[src/rtl/outputc_if.sv]
// Flit link bundle between crossbar, output channel and downstream input.
// Field widths come from the flit-format macros below.
`ifndef DATAW
`define DATAW 35
`endif
`ifndef VCHW
`define VCHW 0
`endif
`ifndef VCH
`define VCH 0
`endif
`ifndef TYPE_MSB
`define TYPE_MSB 35
`endif
`ifndef TYPE_LSB
`define TYPE_LSB 34
`endif
`ifndef TYPE_BODY
`define TYPE_BODY 2'b00
`endif
`ifndef TYPE_HEAD
`define TYPE_HEAD 2'b01
`endif
`ifndef TYPE_TAIL
`define TYPE_TAIL 2'b10
`endif
`ifndef TYPE_HEADTAIL
`define TYPE_HEADTAIL 2'b11
`endif

interface outputc_if;
  logic [`DATAW:0] idata;
  logic            ivalid;
  logic [`VCHW:0]  ivch;
  logic [`VCH:0]   iack;
  logic [`DATAW:0] odata;
  logic            ovalid;
  logic [`VCHW:0]  ovch;
  logic [`VCH:0]   ordy;
  logic [`VCH:0]   olck;

  modport master (
    output idata, ivalid, ivch, iack,
    input  odata, ovalid, ovch, ordy, olck
  );

  modport slave (
    input  idata, ivalid, ivch, iack,
    output odata, ovalid, ovch, ordy, olck
  );
endinterface

[src/rtl/outputc.sv]
// Output channel: registers flits onto the link, credit flow control.
// OUTPUTC_PKTCNT_EN adds a 16-bit sent-packet counter on pktcnt.
`ifndef DATAW
`define DATAW 35
`endif
`ifndef VCHW
`define VCHW 0
`endif
`ifndef VCH
`define VCH 0
`endif
`ifndef TYPE_MSB
`define TYPE_MSB 35
`endif
`ifndef TYPE_LSB
`define TYPE_LSB 34
`endif
`ifndef TYPE_BODY
`define TYPE_BODY 2'b00
`endif
`ifndef TYPE_HEAD
`define TYPE_HEAD 2'b01
`endif
`ifndef TYPE_TAIL
`define TYPE_TAIL 2'b10
`endif
`ifndef TYPE_HEADTAIL
`define TYPE_HEADTAIL 2'b11
`endif

module outputc #(
  parameter int ROUTERID  = 0,
  parameter int PCHID     = 0,
  parameter int BUF_DEPTH = 4,
  parameter int CRDW      = 2
) (
  input  logic        clk,
  input  logic        rst_,
  outputc_if.slave    lnk,
  output logic        err,
  output logic [15:0] pktcnt
);

  typedef enum logic {IDLE, ACTIVE} state_e;

  localparam logic [CRDW:0] CRD_MAX = (CRDW+1)'(BUF_DEPTH);

  if (ROUTERID < 0 || PCHID < 0) begin : g_bad_id
  end

  state_e          state_q, state_d;
  logic [CRDW:0]   credit_q, credit_d;
  logic [`DATAW:0] odata_q, odata_d;
  logic [`VCHW:0]  ovch_q, ovch_d;
  logic            ovalid_q, ovalid_d;
  logic            err_q, err_d;

  logic [1:0] ftype;
  logic       is_head, is_tail, is_body, is_ht;
  logic       vc_ok, has_crd, full, ack, accept;
  logic       proto_err, ovf;

  always_comb begin
    ftype   = lnk.idata[`TYPE_MSB:`TYPE_LSB];
    is_head = ftype == `TYPE_HEAD;
    is_tail = ftype == `TYPE_TAIL;
    is_body = ftype == `TYPE_BODY;
    is_ht   = ftype == `TYPE_HEADTAIL;
    vc_ok   = lnk.ivch == '0;
    has_crd = credit_q != '0;
    full    = credit_q == CRD_MAX;
    ack     = lnk.iack[0];
    accept  = lnk.ivalid & vc_ok & has_crd;
    ovf     = ack & ~accept & full;
  end

  // Simultaneous accept and return cancel out.
  always_comb begin
    credit_d = credit_q;
    unique case (1'b1)
      accept & ~ack:         credit_d = credit_q - 1'b1;
      ~accept & ack & ~full: credit_d = credit_q + 1'b1;
      default: ;
    endcase
  end

  always_comb begin
    state_d   = state_q;
    proto_err = 1'b0;
    if (accept) begin
      unique case (state_q)
        IDLE: begin
          if (is_head) state_d = ACTIVE;
          else if (!is_ht) proto_err = 1'b1;
        end
        ACTIVE: begin
          if (is_tail) state_d = IDLE;
          else if (!is_body) proto_err = 1'b1;
        end
        default: state_d = IDLE;
      endcase
    end
  end

  always_comb begin
    odata_d  = accept ? lnk.idata : '0;
    ovch_d   = accept ? lnk.ivch : '0;
    ovalid_d = accept;
    err_d    = err_q | proto_err | ovf
             | (lnk.ivalid & ~vc_ok)
             | (lnk.ivalid & vc_ok & ~has_crd);
  end

  always_ff @(posedge clk) begin
    if (rst_) begin
      state_q  <= IDLE;
      credit_q <= CRD_MAX;
      odata_q  <= '0;
      ovch_q   <= '0;
      ovalid_q <= 1'b0;
      err_q    <= 1'b0;
    end else begin
      state_q  <= state_d;
      credit_q <= credit_d;
      odata_q  <= odata_d;
      ovch_q   <= ovch_d;
      ovalid_q <= ovalid_d;
      err_q    <= err_d;
    end
  end

  assign lnk.odata  = odata_q;
  assign lnk.ovch   = ovch_q;
  assign lnk.ovalid = ovalid_q;
  assign lnk.ordy   = (`VCH+1)'(has_crd & ~rst_);
  assign lnk.olck   = (`VCH+1)'(state_q == ACTIVE);
  assign err        = err_q;

`ifdef OUTPUTC_PKTCNT_EN
  logic [15:0] pktcnt_q, pktcnt_d;
  logic        pkt_end;

  always_comb begin
    pkt_end  = accept & ((state_q == IDLE) ? is_ht : is_tail);
    pktcnt_d = pktcnt_q + 16'(pkt_end);
  end

  always_ff @(posedge clk) begin
    if (rst_) pktcnt_q <= '0;
    else      pktcnt_q <= pktcnt_d;
  end

  assign pktcnt = pktcnt_q;
`else
  assign pktcnt = 16'h0;
`endif

endmodule

[src/flat_wrapper.sv]
// flat-port wrapper written by rule: the top's interface ports become plain ports
module outputc_flat 
#(
  parameter int ROUTERID  = 0,
  parameter int PCHID     = 0,
  parameter int BUF_DEPTH = 4,
  parameter int CRDW      = 2
)
  (clk, rst_, err, pktcnt, lnk_idata, lnk_ivalid, lnk_ivch, lnk_iack, lnk_odata, lnk_ovalid, lnk_ovch, lnk_ordy, lnk_olck);
  outputc_if lnk_i ();
  input  logic clk;
  input  logic rst_;
  output logic err;
  output logic [15:0] pktcnt;
  input wire logic [$bits(lnk_i.idata)-1:0] lnk_idata;
  input wire logic [$bits(lnk_i.ivalid)-1:0] lnk_ivalid;
  input wire logic [$bits(lnk_i.ivch)-1:0] lnk_ivch;
  input wire logic [$bits(lnk_i.iack)-1:0] lnk_iack;
  output wire logic [$bits(lnk_i.odata)-1:0] lnk_odata;
  output wire logic [$bits(lnk_i.ovalid)-1:0] lnk_ovalid;
  output wire logic [$bits(lnk_i.ovch)-1:0] lnk_ovch;
  output wire logic [$bits(lnk_i.ordy)-1:0] lnk_ordy;
  output wire logic [$bits(lnk_i.olck)-1:0] lnk_olck;
  assign lnk_i.idata = lnk_idata;
  assign lnk_i.ivalid = lnk_ivalid;
  assign lnk_i.ivch = lnk_ivch;
  assign lnk_i.iack = lnk_iack;
  assign lnk_odata = lnk_i.odata;
  assign lnk_ovalid = lnk_i.ovalid;
  assign lnk_ovch = lnk_i.ovch;
  assign lnk_ordy = lnk_i.ordy;
  assign lnk_olck = lnk_i.olck;
  outputc #(.ROUTERID(ROUTERID), .PCHID(PCHID), .BUF_DEPTH(BUF_DEPTH), .CRDW(CRDW)) u_core (.clk(clk), .rst_(rst_), .lnk(lnk_i), .err(err), .pktcnt(pktcnt));
endmodule
[config.mk]
export PLATFORM = sky130hd
export DESIGN_NAME = outputc_flat
export DESIGN_NICKNAME = d
export VERILOG_FILES = /design/src/rtl/outputc_if.sv /design/src/rtl/outputc.sv /design/src/flat_wrapper.sv
export SDC_FILE = /design/constraint.sdc
export NUM_CORES = 1
export LEC_CHECK = 0
export CAP_MARGIN = 10
export CORE_MARGIN = 2
export CORE_UTILIZATION = 23
export DETAILED_ROUTE_END_ITERATION = 8
export PLACE_DENSITY = 0.51
export REMOVE_ABC_BUFFERS = 1
export SYNTH_ARGS = -nofsm -noshare
export SYNTH_HDL_FRONTEND = slang
export SYNTH_SLANG_ARGS = --single-unit
export TNS_END_PERCENT = 5
[constraint.sdc]
create_clock -name clk -period 3.4 [get_ports clk]
set_clock_uncertainty 0.05 [all_clocks]
set_input_delay 0.51 -clock clk [delete_from_list [all_inputs] [get_ports clk]]
set_output_delay 0.51 -clock clk [all_outputs]
set_load 0.01 [all_outputs]
### After elaboration in Yosys (flattened, before gate mapping)

Index checks and enable logic that the tools add are counted.

| operators by class | value |
|---|---|
| add/sub/neg operators | 2 |
| bitwise logic cells | 20 |
| reductions and logical operators | 4 |
| multiplexer cells | 10 |
| equal/unequal tests | 4 |

Operators by type and width:

| operator | number |
|---|---|
| $and A1 B1 Y1 | 9 |
| $mux W1 | 7 |
| $not A1 Y1 | 7 |
| $pmux W3 S2 | 1 |
| $eq A2 B2 Y1 const B | 2 |
| $or A1 B1 Y1 | 4 |
| $pmux W1 S2 | 2 |
| $add A3 B1 Y3 const B | 1 |
| $eq A3 B3 Y1 const B | 1 |
| $reduce_bool A3 Y1 | 1 |
| $sub A3 B1 Y3 const B | 1 |
| $eq A2 B1 Y1 const B | 1 |
| $logic_not A2 Y1 | 1 |
| $reduce_bool A2 Y1 | 1 |
| $reduce_or A2 Y1 | 1 |

| storage, ports and cells | value |
|---|---|
| bits in registers | 43 |
| output and inout bits | 57 |
| input port bits | 41 |
| logic and storage cells | 46 |

### Logic depth before layout (Yosys ltp)

Gate-level depths: netlist of the first run.

| logic depth | value |
|---|---|
| word-level depth | 9 |
| mapped depth | 7 |
| mapped depth without buffers | 7 |

### Worst setup path before layout of the first run

Ideal clock, no wire load.

| path | value |
|---|---|
| kind | register -> register |
| start point | register u_core.credit_q[0] |
| end point | register u_core.credit_q[2] |
| cell stages (with the launch flop) | 7 |
| clock period less this slack | 2.163 ns |
| setup slack | 1.237 ns |
| arrival time | 2.034 ns |
| path buffers | 0 |
| cell sequence | dfxtp_1 -> nor3_4 -> o211ai_1 -> fa_1 -> or3b_1 -> o32a_1 -> o211ai_1 |

| on the way | value |
|---|---|
| longest elaborated chain between the ends | 6 |
| elaborated cells between the ends (all ways) | 12 |
| those cells by class | 2 x add/sub; 1 x eq/ne; 1 x mux; 6 x bitwise; 2 x reduce/logical |

Ends and longest elaborated chain:

| what | line | RTL |
|---|---|---|
| start, declared | outputc.sv:52 | `logic [CRDW:0] credit_q, credit_d;` |
| start signal, assigned | outputc.sv:124 | `credit_q <= credit_d;` |
| $reduce_bool A3 Y1 | outputc.sv:70 | `has_crd = credit_q != '0;` |
| $and A1 B1 Y1 | outputc.sv:73 | `accept = lnk.ivalid & vc_ok & has_crd;` |
| $not A1 Y1 | outputc.sv:82 | `~accept & ack & ~full: credit_d = credit_q + 1'b1;` |
| $and A1 B1 Y1 (2 in series) | outputc.sv:82 |  |
| $pmux W3 S2 or $reduce_bool A2 Y1 (tied branches) | -- |  |

Parallel ways exist; a longest one is shown, timed or not.
A chain may end at the register's enable or synchronous reset.

### Worst setup path after layout of the first run

| path | value |
|---|---|
| start point | input rst_ |
| end point | output lnk_ordy |

| on the way | value |
|---|---|
| longest elaborated chain between the ends | 2 |

Ends and longest elaborated chain:

| what | line | RTL |
|---|---|---|
| start, declared | flat_wrapper.sv:12 | `input logic rst_;` |
| $not A1 Y1 | outputc.sv:135 | `` assign lnk.ordy = (`VCH+1)'(has_crd & ~rst_); `` |
| $and A1 B1 Y1 | outputc.sv:135 |  |
| end, declared | flat_wrapper.sv:22 | `output wire logic [$bits(lnk_i.ordy)-1:0] lnk_ordy;` |

Every way passes these cells.

==> impl_metrics.json, run 1 <==
{
  "status": "completed",
  "power.internal_uw": 888,
  "cp_cell_sequence": "clkdlybuf4s50_1 > nor2_1 > clkdlybuf4s50_1",
  "slowest_delay_ns": 0.62,
  "die_area_mm2": 0.00732,
  "worstPathArrival_ns": 1.87,
  "layout_worst_path_cycle_share": 0.713,
  "p_sw_frac": 0.261,
  "num_rows": 29,
  "holdWs_ns": 0.469,
  "syn_avg_cell_area_um2": 10.9,
  "routabilityCongestion": 0.820,
  "fmaxAchievable_ghz": 0.412,
  "design.core.area_mm2": 0.00639,
  "clock_sinks": 43,
  "routedWlPerCell_um": 11.2,
  "powerDensity_mw_per_mm2": 485,
  "slew_headroom": 0.623,
  "maxSlewViolCount": 0,
  "cts_hold_buf": 0,
  "grt_pass1_wl_um": 5300,
  "port_buffers": 81,
  "die_w_um": 85.5,
  "clk_pin_slew_ns": 0.08,
  "antenna_found_initial": 0,
  "setup_violations": 0,
  "netlist_instances": 140,
  "cts_tree": "done",
  "max_cap_viol_count": 0,
  "leakage_uw": 0.000959,
  "cts_buffers": 5,
  "fin_nets": 267,
  "ios": 98,
  "crit_top_cell": "clkdlybuf4s50_1",
  "postRouteAntennaNets": 0,
  "hold_path_depth": 2,
  "drive_above_1_share": 0.0575,
  "synth_cell_types": 34,
  "clockBufferDepth": 2,
  "grt_max_degree": 20,
  "wl_um": 3390,
  "start_util": 0.239,
  "die_h_um": 85.5,
  "routed_via_density": 3.95,
  "tightest_slew_ns": 0.563,
  "netlist_area_mm2": 0.00153,
  "required_ns": 2.84,
  "switchingPower_uw": 313,
  "hold_viol": 0,
  "grt_pass1_vias": 1080,
  "vias": 1197,
  "grtUsageTotal": 0.0931,
  "grt-ovfl-total": 0,
  "insertion_delay_ns": 0.29,
  "seq_power_share": 0.474,
  "ys_ff_latch": 43,
  "ir_drop_uv": 226,
  "rsz0062_at_grt": "false",
  "rr_worst_depth": 6,
  "n_antenna_cell": 0,
  "dp_cells": 295,
  "critPathKind": "in2out",
  "power_frac_comb": 0.194,
  "fin_cells": 303,
  "pwr-share-clk": 0.332,
  "remaining_drc_errors": 0,
  "hold_class": "reg2reg",
  "cts_setup_buffers": 0,
  "critPathCaptureType": "output pin",
  "syn2layout_area_growth_pct": 61.9,
  "path_max_fanout": 10,
  "critPathSlowestCell": "clkdlybuf4s50_1",
  "dr.first_iter.drc_count": 19,
  "ctsResizeCount": 0,
  "cts_root_buf": "clkbuf_8",
  "dr.pass1.iters": 4,
  "synth-warning-count": 0,
  "htree_levels": 2,
  "seq_area_frac_synth": 0.563,
  "startpoint_type": "primary input",
  "setup_tns_ns": 0,
  "dp_hpwl_um": 2570,
  "period_needed_ns": 2.43
}
==> metal layers <==
metal,up-vias,global-route usage,share of wire
li1,594,-,-
met1,539,0.108,0.41
met2,59,0.149,0.48
met3,5,0.0452,0.10
met4,0,0.0346,0.0097
met5,-,0,0
==> stage by stage <==
step | power [µW] | area, µm² | setup WS (ns) | util
3_5_place_dp | 815 | 2360 | 0.730 | 0.370
5_1_grt | 1270 | 2480 | 0.875 | 0.388
3_3_place_gp | 814 | 2360 | 0.789 | 0.370
4_1_cts | 1220 | 2480 | 0.967 | 0.388
6_report | 1200 | 2480 | 0.974 | 0.388
2_1_floorplan | 692 | 1430 | 1.18 | -
==> area by class of cell <==
type / instances / area, µm²
Clock buffer: 5 / 68.8
Clock inverter: 3 / 43.8
Fill cell: 644 / 3910
Inverter: 2 / 7.51
Multi-Input combinational cell: 89 / 566
Sequential cell: 43 / 861
Tap cell: 77 / 96.3
Timing Repair Buffer: 84 / 833
==> power by group through the flow <==
stage	registers (µW)	clock network [µW]	logic [µW]
finish	569	399	233
global route	576	438	261
floorplan	587	0	105
CTS	570	421	234
detailed placement	582	0	233
global placement	582	0	232
==> placed cells by master, fill, tap and decap left out <==
cell	count
and2_1	35
nand4b_1	1
nor3_1	1
o221ai_1	1
nor2_1	3
xor2_1	1
nand2b_1	1
o211ai_1	2
nand2_1	3
clkdlybuf4s50_1	81
a41oi_1	1
or2b_1	1
nor4_1	1
or4b_1	1
o32ai_1	2
a21oi_1	1
nor3_4	2
inv_1	2
clkinv_2	1
nor3b_1	1
o31ai_1	2
nor2b_1	1
dfxtp_1	43
o21ai_0	3
a31oi_1	2
xnor2_1	2
bufinv_16	1
clkinv_4	1
buf_4	3
or3b_1	1
o32a_1	1
conb_1	17
fa_1	1
and2b_1	1
clkbuf_8	5
==> kinds of logic (layout without fill, tap and decap cells) <==
| family | Yosys count | after routing | synth area share |
|---|---|---|---|
| buffers and inverters | 24 | 94 | 0.106 |
| adder cells (fa/ha/maj) | 1 | 1 | 0.0131 |
| AND/OR/NAND/NOR | 53 | 53 | 0.228 |
| AO/OA/AOI/OAI | 15 | 15 | 0.0704 |
| XOR/XNOR | 3 | 3 | 0.0172 |
| other | 1 | 17 | 0.00245 |
| flip-flops | 43 | 43 | 0.563 |
==> state kept, by name, indices dropped and copies added, names as in the netlist <==
signal	cells
u_core.lnk.odata	36
u_core.credit_q	3
u_core.lnk.olck	1
u_core.lnk.ovch	1
u_core.err	1
u_core.lnk.ovalid	1
==> cells in the mapped netlist <==
master / number / area, µm²
clkbuf_1: 1 / 3.75
nor3_4: 2 / 32.5
a31oi_1: 2 / 12.5
nor4_1: 1 / 6.26
nor3_1: 1 / 5.00
or2b_1: 1 / 7.51
a41oi_1: 1 / 8.76
nand4b_1: 1 / 8.76
o32ai_1: 2 / 17.5
o21ai_0: 3 / 15.0
o221ai_1: 1 / 8.76
or4b_1: 1 / 10.0
nand2b_1: 1 / 6.26
o31ai_1: 2 / 15.0
conb_1: 1 / 3.75
nor3b_1: 1 / 7.51
buf_6: 1 / 11.3
inv_1: 2 / 7.51
xor2_1: 1 / 8.76
and2b_1: 1 / 7.51
buf_4: 16 / 120
nor2_1: 3 / 11.3
clkbuf_2: 2 / 10.0
nand2_1: 3 / 11.3
o211ai_1: 2 / 15.0
dfxtp_1: 43 / 861
a21oi_1: 1 / 5.00
buf_2: 2 / 10.0
or3b_1: 1 / 8.76
xnor2_1: 2 / 17.5
and2_1: 35 / 219
nor2b_1: 1 / 6.26
fa_1: 1 / 20.0
o32a_1: 1 / 10.0
==> path summary, 6_finish.rpt <==
check	start	end	slack, ns
max	rst_	lnk_ordy	0.97
min	u_core.err	u_core.err	0.47
max reg2reg	u_core.credit_q[0]	u_core.credit_q[2]	1.03
min reg2reg	u_core.err	u_core.err	0.47
==> worst max-delay path: cells and delay by family <==
kind	cells	cell delay, ns
buf+inv	2	1.16
simple gates	1	0.19
Note: power is estimated with default switching activity, not from simulation.
==> run 2: changes to the inputs <==
==> constraint.sdc (replaced) <==
create_clock -name clk -period 2.3 [get_ports clk]
set_clock_uncertainty 0.05 [all_clocks]
set_input_delay 0.345 -clock clk [delete_from_list [all_inputs] [get_ports clk]]
set_output_delay 0.345 -clock clk [all_outputs]
set_load 0.01 [all_outputs]
==> run 2 against run 1 <==
  * Non-clock buffer count grew 6
  * Highest routed layer unchanged
  * Critical endpoint is now u_core.credit_q[2]
  * Hold slack gained 0.017 ns
  * Critical path depth grew 4
  * Global-route usage shrank 0.26 points
  * Via count grew 0.42%
  * Critical path type is now reg2reg
==> impl_metrics.json, run 2 (same netlist as run 1, synthesis figures left out) <==
{
  "cts_hold_buf": 0,
  "num_rows": 29,
  "routedWlPerCell_um": 10.9,
  "syn2layout_area_growth_pct": 63.1,
  "layout_worst_path_cycle_share": 0.918,
  "clock_sinks": 43,
  "dp_hpwl_um": 2530,
  "leakage_uw": 0.000972,
  "dr.first_iter.drc_count": 29,
  "critPathCaptureType": "register",
  "clk_pin_slew_ns": 0.08,
  "vias": 1202,
  "routabilityCongestion": 0.724,
  "cts_setup_buffers": 0,
  "dr.pass1.iters": 4,
  "status": "completed",
  "setup_tns_ns": 0,
  "grtUsageTotal": 0.0905,
  "grt_max_degree": 37,
  "cts_tree": "done",
  "setup_violations": 0,
  "antenna_found_initial": 0,
  "path_max_fanout": 6,
  "cts_root_buf": "clkbuf_8",
  "max_cap_viol_count": 0,
  "mostFrequentLayoutCells": "clkdlybuf4s50_1, dfxtp_1, and2_1",
  "die_h_um": 85.5,
  "fmaxAchievable_ghz": 0.474,
  "grt-ovfl-total": 0,
  "largest_reg_flops": 36,
  "grt_pass1_vias": 1057,
  "grt_pass1_wl_um": 5170,
  "worstPathArrival_ns": 2.28,
  "routed_via_density": 3.89,
  "design.core.area_mm2": 0.00639,
  "hold_class": "reg2reg",
  "n_antenna_cell": 0,
  "ctsResizeCount": 0,
  "ir_drop_uv": 319,
  "rr_worst_depth": 7,
  "die_w_um": 85.5,
  "ios": 98,
  "startpoint_type": "register",
  "wl_um": 3380,
  "clockBufferDepth": 2,
  "postRouteAntennaNets": 0,
  "cts_buffers": 5,
  "rsz0062_at_grt": "false",
  "mostFrequentLayoutCell": "clkdlybuf4s50_1",
  "hold_viol": 0,
  "fin_util": 0.390,
  "fin_nets": 273,
  "start_util": 0.239,
  "insertion_delay_ns": 0.28,
  "required_ns": 2.46,
  "drive_above_1_share": 0.0776,
  "critPathKind": "reg2reg",
  "powerDensity_mw_per_mm2": 677,
  "maxSlewViolCount": 0,
  "hold_path_depth": 2,
  "period_needed_ns": 2.11,
  "die_area_mm2": 0.00732,
  "port_buffers": 81,
  "remaining_drc_errors": 0,
  "htree_levels": 2
}
[run 2: cell types whose count changed in the layout (fill, tap and decap cells not counted), sizes merged]
cell      change
clkbuf        +1
buf           +6
clkinvlp      +1
bufinv        -1
clkinv        -1
[run 2: area by class of cell]
type,count,area (µm²)
fill,636,3890
timing repair buffer,90,878
sequential,43,861
multi-input combinational,89,566
tap,77,96.3
clock buffer,6,72.6
clock inverter,2,12.5
inverter,2,7.51
[run 2: power by group]
part | switching [µW] | internal (µW) | leakage, µW
Clock | 257 | 212 | 0.0000412
Sequential | 49.9 | 792 | 0.000351
Combinational | 149 | 227 | 0.000580
Total | 456 | 1230 | 0.000972
[run 2: worst paths after layout]
check | startpoint | endpoint | slack [ns]
max | u_core.credit_q[0] | u_core.credit_q[2] | 0.19
min | u_core.lnk.olck | u_core.lnk.olck | 0.49
max reg2reg | u_core.credit_q[0] | u_core.credit_q[2] | 0.19
min reg2reg | u_core.lnk.olck | u_core.lnk.olck | 0.49
[run 2: per-stage QoR]
stage / area (µm²) / instances / hold slack, ns / setup WS, ns / power, µW
floorplan: 1430 / 134 / 0.364 / 0.137 / 1020
global route: 2490 / 309 / 0.506 / 0.0367 / 1780
CTS: 2490 / 309 / 0.487 / 0.178 / 1720
global placement: 2410 / 301 / 0.466 / -0.0521 / 1240
finish: 2490 / 309 / 0.486 / 0.189 / 1690
detailed placement: 2410 / 301 / 0.459 / -0.0603 / 1240
[run 2: routing by layer]
layer	wire, µm	vias up	track usage
met3	359	4	0.0462
met4	23	0	0.0433
met5	0	-	0
li1	-	609	-
met1	1370	533	0.0984
met2	1630	56	0.146
[run 2: worst max-delay path, stage by stage, from the launching register on]
cell,delay [ns]
dfxtp_1,0.50
nor2_1,0.10
nand2_1,0.08
o211ai_1,0.11
fa_1,0.39
or3b_1,0.38
o32a_1,0.29
o211ai_1,0.14
